File: config.mk
export PLATFORM = sky130hd
export DESIGN_NAME = puf_response_engine
export DESIGN_NICKNAME = d
export VERILOG_FILES = /design/src/rtl/puf_response_engine.sv
export SDC_FILE = /design/constraint.sdc
export NUM_CORES = 1
export LEC_CHECK = 0
export ABC_AREA = 1
export CAP_MARGIN = 30
export CORE_AREA = 3 3 262 264
export CTS_CLUSTER_DIAMETER = 80
export DETAILED_ROUTE_END_ITERATION = 7
export DIE_AREA = 0 0 265 267
export SLEW_MARGIN = 20
export SYNTH_ARGS = -nofsm -noshare
export SYNTH_HDL_FRONTEND = slang
export SYNTH_SLANG_ARGS = --single-unit
File: constraint.sdc
create_clock -name clk -period 2.5 [get_ports clk]
set_input_delay 0.5 -clock clk [delete_from_list [all_inputs] [get_ports clk]]
set_output_delay 0.5 -clock clk [all_outputs]
set_load 0.03 [all_outputs]
File: src/rtl/puf_response_engine.sv
// Sequencer for the dual-adder/PDL arbiter PUF: races each response bit VOTES times,
// resolves it by majority vote and counts bits whose votes were not unanimous.
module puf_response_engine #(
  parameter int unsigned OP_W          = 32,
  parameter int unsigned CFG_W         = 125,
  parameter int unsigned RESP_BITS     = 32,
  parameter int unsigned VOTES         = 5,
  parameter int unsigned PRE_CYCLES    = 2,
  parameter int unsigned SETTLE_CYCLES = 4
) (
  input  logic                               clk,
  input  logic                               rst_n,
  input  logic                               start,
  input  logic                               abort,
  input  logic [OP_W-1:0]                    chal_a,
  input  logic [OP_W-1:0]                    chal_b,
  input  logic [CFG_W-1:0]                   cfg1_in,
  input  logic [CFG_W-1:0]                   cfg2_in,
  input  logic                               arb_in,
  output logic [OP_W-1:0]                    op_a,
  output logic [OP_W-1:0]                    op_b,
  output logic [CFG_W-1:0]                   cfg1,
  output logic [CFG_W-1:0]                   cfg2,
  output logic                               busy,
  output logic [RESP_BITS-1:0]               resp,
  output logic                               resp_valid,
  output logic [$clog2(RESP_BITS+1)-1:0]     unstable_cnt
);

  localparam int unsigned CntMax = (PRE_CYCLES > SETTLE_CYCLES) ? PRE_CYCLES : SETTLE_CYCLES;
  localparam int unsigned CntW   = $clog2(CntMax + 1);
  localparam int unsigned VoteW  = $clog2(VOTES + 1);
  localparam int unsigned BitW   = (RESP_BITS > 1) ? $clog2(RESP_BITS) : 1;
  localparam int unsigned UnstW  = $clog2(RESP_BITS + 1);

  typedef enum logic [1:0] {StIdle, StPre, StLaunch, StDecide} state_e;

  state_e               state_q, state_d;
  logic [CntW-1:0]      cnt_q, cnt_d;
  logic [VoteW-1:0]     vote_q, vote_d;
  logic [VoteW-1:0]     ones_q, ones_d;
  logic [BitW-1:0]      bit_q, bit_d;
  logic [OP_W-1:0]      chal_a_q, chal_a_d, chal_b_q, chal_b_d;
  logic [OP_W-1:0]      op_a_q, op_a_d, op_b_q, op_b_d;
  logic [CFG_W-1:0]     cfg1_q, cfg1_d, cfg2_q, cfg2_d;
  logic                 busy_q, busy_d, valid_q, valid_d;
  logic [RESP_BITS-1:0] resp_q, resp_d;
  logic [UnstW-1:0]     unst_q, unst_d;

  // Rotate left modulo OP_W so bit indices beyond the operand width wrap around.
  function automatic logic [OP_W-1:0] rotl(input logic [OP_W-1:0] v, input int unsigned amt);
    logic [2*OP_W-1:0] dbl;
    dbl = {v, v} << (amt % OP_W);
    return dbl[2*OP_W-1:OP_W];
  endfunction

  always_comb begin
    state_d  = state_q;
    cnt_d    = cnt_q;
    vote_d   = vote_q;
    ones_d   = ones_q;
    bit_d    = bit_q;
    chal_a_d = chal_a_q;
    chal_b_d = chal_b_q;
    cfg1_d   = cfg1_q;
    cfg2_d   = cfg2_q;
    busy_d   = busy_q;
    valid_d  = valid_q;
    resp_d   = resp_q;
    unst_d   = unst_q;
    op_a_d   = '0;
    op_b_d   = '0;

    unique case (state_q)
      StIdle: begin
        if (start && !abort) begin
          chal_a_d = chal_a;
          chal_b_d = chal_b;
          cfg1_d   = cfg1_in;
          cfg2_d   = cfg2_in;
          resp_d   = '0;
          unst_d   = '0;
          valid_d  = 1'b0;
          busy_d   = 1'b1;
          cnt_d    = '0;
          vote_d   = '0;
          ones_d   = '0;
          bit_d    = '0;
          state_d  = StPre;
        end
      end
      StPre: begin
        if (32'(cnt_q) == PRE_CYCLES - 1) begin
          cnt_d   = '0;
          op_a_d  = rotl(chal_a_q, 32'(bit_q));
          op_b_d  = chal_b_q;
          state_d = StLaunch;
        end else begin
          cnt_d = cnt_q + CntW'(1);
        end
      end
      StLaunch: begin
        if (32'(cnt_q) == SETTLE_CYCLES - 1) begin
          // Last settle cycle: the race has resolved, take the arbiter's verdict.
          cnt_d  = '0;
          ones_d = ones_q + VoteW'(arb_in);
          if (32'(vote_q) == VOTES - 1) begin
            state_d = StDecide;
          end else begin
            vote_d  = vote_q + VoteW'(1);
            state_d = StPre;
          end
        end else begin
          cnt_d  = cnt_q + CntW'(1);
          op_a_d = op_a_q;
          op_b_d = op_b_q;
        end
      end
      StDecide: begin
        resp_d[bit_q] = 32'(ones_q) > VOTES / 2;
        if (ones_q != '0 && 32'(ones_q) != VOTES) begin
          unst_d = unst_q + UnstW'(1);
        end
        ones_d = '0;
        vote_d = '0;
        if (32'(bit_q) == RESP_BITS - 1) begin
          busy_d  = 1'b0;
          valid_d = 1'b1;
          state_d = StIdle;
        end else begin
          bit_d   = bit_q + BitW'(1);
          state_d = StPre;
        end
      end
      default: state_d = StIdle;
    endcase

    // Abort leaves the partial response in place; resp_valid stays low.
    if (abort && busy_q) begin
      state_d = StIdle;
      busy_d  = 1'b0;
      valid_d = 1'b0;
      op_a_d  = '0;
      op_b_d  = '0;
      resp_d  = resp_q;
      unst_d  = unst_q;
    end
  end

  always_ff @(posedge clk or negedge rst_n) begin
    if (!rst_n) begin
      state_q  <= StIdle;
      cnt_q    <= '0;
      vote_q   <= '0;
      ones_q   <= '0;
      bit_q    <= '0;
      chal_a_q <= '0;
      chal_b_q <= '0;
      op_a_q   <= '0;
      op_b_q   <= '0;
      cfg1_q   <= '0;
      cfg2_q   <= '0;
      busy_q   <= 1'b0;
      valid_q  <= 1'b0;
      resp_q   <= '0;
      unst_q   <= '0;
    end else begin
      state_q  <= state_d;
      cnt_q    <= cnt_d;
      vote_q   <= vote_d;
      ones_q   <= ones_d;
      bit_q    <= bit_d;
      chal_a_q <= chal_a_d;
      chal_b_q <= chal_b_d;
      op_a_q   <= op_a_d;
      op_b_q   <= op_b_d;
      cfg1_q   <= cfg1_d;
      cfg2_q   <= cfg2_d;
      busy_q   <= busy_d;
      valid_q  <= valid_d;
      resp_q   <= resp_d;
      unst_q   <= unst_d;
    end
  end

  assign op_a         = op_a_q;
  assign op_b         = op_b_q;
  assign cfg1         = cfg1_q;
  assign cfg2         = cfg2_q;
  assign busy         = busy_q;
  assign resp         = resp_q;
  assign resp_valid   = valid_q;
  assign unstable_cnt = unst_q;

endmodule

# Word-level counts from Yosys, hierarchy flattened
# Cells that the tools add are included.
# op_classes
n_reduce_logical,20
muxes,42
shifts,1
eq_ne,17
n_lt_le_gt_ge,3
bitwise_logic,1
n_addsub,5
# op_table
op,n
$mux 32,6
$pmux 32 s2,3
$shl 64x5->64,1
$bwmux 32,1
$pmux 3 s3,3
$mux 3,6
$ne 3x3->1 const B,5
$reduce_and 3->1,5
$mux 6,2
$pmux 6 s2,1
$reduce_bool 3->1,4
$mux 2,5
$mux 5,2
$ne 2x2->1 const B,5
$pmux 5 s2,1
$mux 1,8
$pmux 2 s4,1
$reduce_and 4->1,2
$add 3x1->3 const B,2
$add 6x1->6 const B,1
$lt 5x6->1 const B,1
$add 5x1->5 const B,1
$demux 1 s5,1
$eq 5x5->1 const B,1
other kinds (15),21
# totals
elab_cells,104
out_inout_bits,354
inputBits,319
regBits,434

# Longest topological paths before layout
# Gate-level depths: netlist of run 1.
# depth
ltp_word,6
ltp_mapped,11
mapped_depth_nobuf,9

# Worst setup path after synthesis of run 1
# No wires, ideal clock.
# synth_path
path_kind,flip-flop to flip-flop
startpoint,register bit_q[0]
endpoint,register bit_q[2]
arrival_ps,1706
synth_period_minus_slack_ps,1842
t_required_ps,2363
n_path_buf,1
setup_slack_ps,658
stages_incl_launch_ff,11
setup_time_ps,137
cell_sequence,dfrtp_1 ha_1 clkbuf_1 nand2_1 nor2_1 ha_1 nor2_2 o21ai_0 inv_1 nand4_1 o21ai_0
# synth_via
elab_chain_len,3
elab_cells_between_ends,6
classes_between,add/sub (1); eq/ne (2); mux (2); reduce/logical (1)
# synth_rtl
element,line,text
start: declaration,42,"logic [BitW-1:0] bit_q, bit_d;"
start signal: assignment,172,bit_q <= bit_d;
$add 5x1->5 / $eq 5x5->1 (equally long branches),"131, 126",
$mux 5 / $ne 2x2->1 (equally long branches),n/a,
$pmux 5 s2 / $reduce_and 3->1 (equally long branches),n/a,
# Parallel ways exist; a longest one is shown, timed or not. The select of a mux whose other input is x is not followed.
# A chain may end at the register's enable or synchronous reset.

# Worst setup path in the final report of run 1
# layout_path
startpoint,"register unst_q[3], in the netlist unstable_cnt[3]"
endpoint,output unstable_cnt[3]
# layout_lines
element,line,text
start: declaration,48,"logic [UnstW-1:0] unst_q, unst_d;"
start signal: assignment,182,unst_q <= unst_d;
end: declaration,27,output logic [$clog2(RESP_BITS+1)-1:0] unstable_cnt
# No word-level cell between the ends.

==> impl_metrics.yaml, run 1 <==
run_status:
  outcome: "complete, no violations"
worst_setup_path:
  critPathArrivalTime_ns: 1.76
  cp_top_family: "buffers and inverters"
  worst-path-buf-inv: 1
  critical_path.max_fanout: 5
  critical_path.endpoint_type: "primary output"
  reg2reg_from: "state_q[0]"
  crit_path_start: "unstable_cnt[3]"
  start_kind: "flop"
  critPathSlowestCell: "clkdlybuf4s50_1"
  crit_required_ns: 2.00
  cpPeakStageDelay_ns: 0.72
  path_class: "reg2out"
  path_cells: "clkdlybuf4s50_1"
detailed_routing:
  avgRoutedWirePerCell_um: 20.4
  drt_iter0_drc: 912
  ant_nets: 0
  vias_per_cell: 4.67
  top_layer: "met5"
  routed-wl-met3_mm: 4.64
  wl_met1_mm: 25.8
  dr_total_vias: 15400
  remaining_drc_errors: 0
  wl_mm: 67.7
  dr.pass1.iters: 5
  routed-wl-met2_mm: 35.5
synthesis:
  avgSynthCellArea_um2: 10.9
  synth_seq_area_share: 0.579
  synthMostInstantiatedCell: "dfrtp_1"
  synth-edff-count: 0
  synth_area_mm2: 0.0188
  yosysTopAreaCell: "dfrtp_1"
  ys.flop_type: "dfrtp_1"
  ys_top_cells_by_area: "dfrtp_1 58%, mux2_2 17%, nand3_1 6.3%"
  yosysWarnings: 0
  synth_common_cells: "434 x dfrtp_1, 309 x nand2_1, 282 x mux2_2, 235 x nand3_1, 84 x inv_1"
  synth.net_count: 2054
  synth_top_cell_area_share: 0.579
  async_flop_share: 1.00
  synthCells: 1716
  synthDistinctLibCells: 32
  synth_seq_cells: 434
timing:
  relSlewSlack: 0.536
  rsz0062_at_grt: "no"
  skew_ns: 0.0168
  fin_tns_setup_ns: 0
  setup_viol: 0
  fmax_mhz: 442
  finalMaxSlewViolations: 0
  finalCritPeriodShare: 0.906
  period_needed_ns: 2.26
  hold_viol_final: 0
  worst_slew_pin_slew_ns: 0.696
floorplan:
  rows: 95
  core_area_mm2: 0.0668
  io_pins: 673
  die_w_um: 265
  initial_core_util: 0.281
  die_height_um: 267
  fp.dieArea_mm2: 0.0708
clocking:
  root_buffer: "clkbuf_16"
  cts_sinks: 434
  clkLatencyLatePin_ns: 0.59
  clockBufferDepth: 3
  cts.repair.resized: 0
  htree_levels: 2
  cts.clk_slew.worst_paths_ns: 0.06
  cts_setup_buffers: 0
  postCtsHoldBufs: 1
  cts_inserted_buffers: 54
  cts_tree: "built"
grt:
  grtUsageTotal: 0.186
  globalRouteOverflowTotal: 0
  antenna_found_initial: 11
  grt_pass1_wl_mm: 102
  grt_max_degree: 67
  grt_pass1_vias: 16300
flow_run:
  drv_cap: 0
worst_hold_path:
  hold_class: "reg2reg"
  hp-start: "op_a[19]"
placement:
  port_buffers: 672
  place_congestion: 0.885
  dp.cells: 3210
  place_hpwl_mm: 51.7
pwr:
  ir_worst_vdd_v: 0.00107
  p_per_area_mw_per_mm2: 1380
  p_leak_nw: 12.4
layout:
  areaGrowthSynthToFinish_pct: 52.2
  final-instance-count-excl-fill: 3311
  finalNetCount: 2732
  layout-drive-gt1-share: 0.181
-- state kept, by name, indices dropped and copies added (netlist names), 2 cells and up --
register / count
op_b: 32
cfg2: 125
bit_q: 5
state_q: 2
resp: 32
chal_a_q: 32
op_a: 32
chal_b_q: 32
cfg1: 125
cnt_q: 3
vote_q: 3
ones_q: 3
unstable_cnt: 6
-- placed cells by master, fill, tap and decap left out, drive strengths merged, types with 4 or more instances in the layout --
| cell | n |
|---|---|
| o31ai | 7 |
| o21ai | 55 |
| ha | 19 |
| inv | 100 |
| clkinv | 8 |
| mux2 | 282 |
| bufinv | 4 |
| buf | 52 |
| nor3 | 5 |
| nand2 | 311 |
| clkdlybuf4s50 | 671 |
| o22ai | 30 |
| clkbuf | 78 |
| nand3 | 237 |
| a21oi | 72 |
| nor2 | 55 |
| dfrtp | 434 |
-- path summary, 6_finish.rpt --
path	endpoint	slack [ns]	depth (start not counted)
setup / recovery	unstable_cnt[3]	0.24	1
hold / removal	op_a[19]	0.48	2
min in group asynchronous	op_b[8]	0.53	2
max in group asynchronous	chal_b_q[4]	1.21	3
setup reg to reg	op_b[20]	0.35	8
hold reg to reg	op_a[19]	0.48	2
-- area by class of cell --
type                    count  area (um2)
multi-input cells        1086        7050
well taps                 873        1090
inverters                  94         353
clock inverters            21         240
flip-flops and latches    434       10900
clock buffers              78        1570
fillers                  6320       38300
repair buffers            724        7370
diodes                      1        2.50
-- routing by layer --
metal,vias up,GRT usage
met5,-,0
met4,4,0.0465
li1,7173,-
met2,569,0.340
met3,105,0.0483
met1,7597,0.218
-- power breakdown --
part / internal (mW) / switching, mW / leakage, nW / total (mW)
clock network: 4.79 / 3.15 / 0.890 / 7.94
registers: 10.0 / 1.76 / 5.34 / 11.8
logic: 8.16 / 11.6 / 6.20 / 19.8
total: 23.0 / 16.5 / 12.4 / 39.5
-- tightest hold or removal path, delay by kind of cell (launching register included) --
| kind | cells | cell delay, ns |
|---|---|---|
| and+or+nand+nor | 2 | 0.10 |
| DFF | 1 | 0.34 |
-- metrics by stage --
step                hold slack (ns)  area, um2  total power [mW]  setup WS [ns]  utilization
finish                        0.478      28500              39.5          0.236        0.427
detailed placement            0.466      26700              31.7          0.202        0.400
CTS                           0.434      28500              39.9          0.156        0.427
global placement              0.466      26700              31.4          0.239        0.400
floorplan                     0.204      18800              23.1          0.658            -
global route                  0.481      28500              41.7          0.141        0.427
-- cell families after synthesis --
| family | after synthesis | synth area share |
|---|---|---|
| fa+ha+maj | 19 | 0.0127 |
| flops | 434 | 0.579 |
| compound gates | 168 | 0.0482 |
| simple gates | 611 | 0.142 |
| xor+xnor | 6 | 0.00280 |
| mux | 282 | 0.169 |
| buf+inv | 196 | 0.0460 |
Power figures use the tool's default switching activity.
==> run 2, diff against run 1 <==
Settings changed: PLACE_DENSITY_LB_ADDON from default to 0.2.
==> run 2 against run 1 <==
Against the previous run: maximum frequency is 1.6% lower; routed wire length increased by 0.27%; sequential power about the same; via count decreased by 0.69%; clock power down 4.8%; non-clock buffer count up 2; critical path type unchanged.
==> impl_metrics.yaml, run 2 (synthesis results as in run 1) <==
worst_setup_path:
  critPathArrivalTime_ns: 1.80
  worst-path-buf-inv: 1
  critPathSlowestCell: "clkdlybuf4s50_1"
  worst-r2r-cell-count: 9
  path_class: "reg2out"
  reg2reg_from: "state_q[0]"
  critical_path.endpoint_type: "primary output"
  crit_cells: 1
  critical_path.max_fanout: 2
  rrSetupSlack_ns: 0.40
  crit_path_end: "cfg2[0]"
  cp_top_family: "buffers and inverters"
  crit_required_ns: 2.00
  timing.rr.end: "resp[6]"
  crit_path_start: "cfg2[0]"
  start_kind: "flop"
  cpPeakStageDelay_ns: 0.78
  path_cells: "clkdlybuf4s50_1"
grt:
  grt_use_met2: 0.338
  gr-usage-met3: 0.0512
  globalRouteOverflowTotal: 0
  grtUsageTotal: 0.186
  antenna_found_initial: 7
  grt_max_degree: 66
  grt_pass1_wl_mm: 102
  grt_pass1_vias: 16300
  grt_use_met1: 0.219
  top_usage_layer: "met2"
clocking:
  cts.repair.resized: 0
  htree_levels: 2
  cts_sinks: 434
  clockBufferDepth: 3
  root_buffer: "clkbuf_16"
  cts_setup_buffers: 0
  cts_tree: "built"
  cts.clk_slew.worst_paths_ns: 0.06
  cts_inserted_buffers: 52
  clkLatencyLatePin_ns: 0.59
floorplan:
  initial_core_util: 0.281
  rows: 95
  core_area_mm2: 0.0668
  die_w_um: 265
  io_pins: 673
  fp.dieArea_mm2: 0.0708
  die_height_um: 267
placement:
  port_buffers: 672
  place_congestion: 0.860
  place_hpwl_mm: 51.9
  dp.cells: 3212
timing:
  rsz0062_at_grt: "no"
  skew_ns: 0.0228
  finalMaxSlewViolations: 0
  whs_ns: 0.451
  hold_viol_final: 0
  fin_tns_setup_ns: 0
  fmax_mhz: 435
  relSlewSlack: 0.580
  setup_viol: 0
  period_needed_ns: 2.30
  finalCritPeriodShare: 0.920
  worst_slew_pin_slew_ns: 0.629
layout:
  final_common_cell: "clkdlybuf4s50_1"
  areaGrowthSynthToFinish_pct: 51.6
  final_cell_mix: "671 x clkdlybuf4s50_1, 434 x dfrtp_1, 309 x nand2_1, 282 x mux2_2, 235 x nand3_1"
  final-instance-count-excl-fill: 3308
  fin_util: 0.426
  layout-drive-gt1-share: 0.179
  finalNetCount: 2732
detailed_routing:
  remaining_drc_errors: 0
  avgRoutedWirePerCell_um: 20.5
  vias_per_cell: 4.64
  dr.pass1.iters: 5
  ant_nets: 0
  wl_mm: 67.9
  dr_total_vias: 15300
  drt_iter0_drc: 791
pwr:
  power.internal_mw: 22.7
  ir_worst_vdd_v: 0.000817
  p_sw_mw: 16.4
  p_seq_frac: 0.300
  pwr-share-clk: 0.193
  p_sw_frac: 0.420
  p_comb_frac: 0.507
  power.total_mw: 39.1
  p_leak_nw: 12.4
  p_per_area_mw_per_mm2: 1380
flow_run:
  drv_cap: 0
run_status:
  outcome: "complete, no violations"
worst_hold_path:
  hold_class: "in2async"
## run 2: changes by cell type in the layout (fill, tap and decap cells not counted), moves of 3 or more
cell       change
buf_4          +4
inv_6          -4
clkbuf_16      -3
diode_2        +3
## run 2: routing by layer
metal | share of wire | vias up
li1 | - | 7170
met3 | 0.067 | 86
met4 | 0.020 | 6
met5 | 0.00047 | -
met1 | 0.39 | 7602
met2 | 0.52 | 478
## run 2: cell type report
type / instances / area [um2]
Fill cell: 6390 / 38400
Sequential cell: 434 / 10900
Timing Repair Buffer: 726 / 7360
Multi-Input combinational cell: 1086 / 7050
Clock buffer: 78 / 1530
Tap cell: 873 / 1090
Inverter: 94 / 353
Clock inverter: 13 / 176
Antenna cell: 4 / 10.0
## run 2: worst min-delay path by stage
stage             start  cells after the start  endpoint  slack (ns)
2_1_floorplan     rst_n                      0  bit_q[0]        0.20
3_3_place_gp   op_b[27]                      2  op_b[27]        0.47
3_5_place_dp    op_a[1]                      2   op_a[1]        0.47
4_1_cts           rst_n                      2   cfg2[2]        0.44
5_1_grt           rst_n                      2   op_a[6]        0.47
6_report          rst_n                      2   cfg2[2]        0.45
## run 2: what timing repair did
action / CTS / global route
endpoints found under the setup margin: 0 / 0
hold endpoints to repair: 33 / 0
hold buffers: 1 / 0
## run 2: power groups by stage
stage                     Sequential, mW  Clock, mW  Combinational, mW
after floorplan                     16.3          0               6.76
after detailed placement            11.8          0               19.9
after CTS                           11.7       7.79               20.0
final                               11.7       7.56               19.8
after global routing                12.1       8.07               21.1
after global placement              11.7          0               19.8
## run 2: per-stage QoR
stage / cell area, um2 / worst slack (ns)
after floorplan: 18800 / 0.658
after global placement: 26700 / 0.200
after detailed placement: 26700 / 0.169
after CTS: 28400 / 0.120
after global routing: 28400 / 0.135
final: 28400 / 0.199
==> run 3, diff against run 2 <==
Settings changed: ABC_CLOCK_PERIOD_IN_PS from default to 2500.
==> results of run 3 <==
The final DEF is identical to that of run 2; final timing and power are the same.
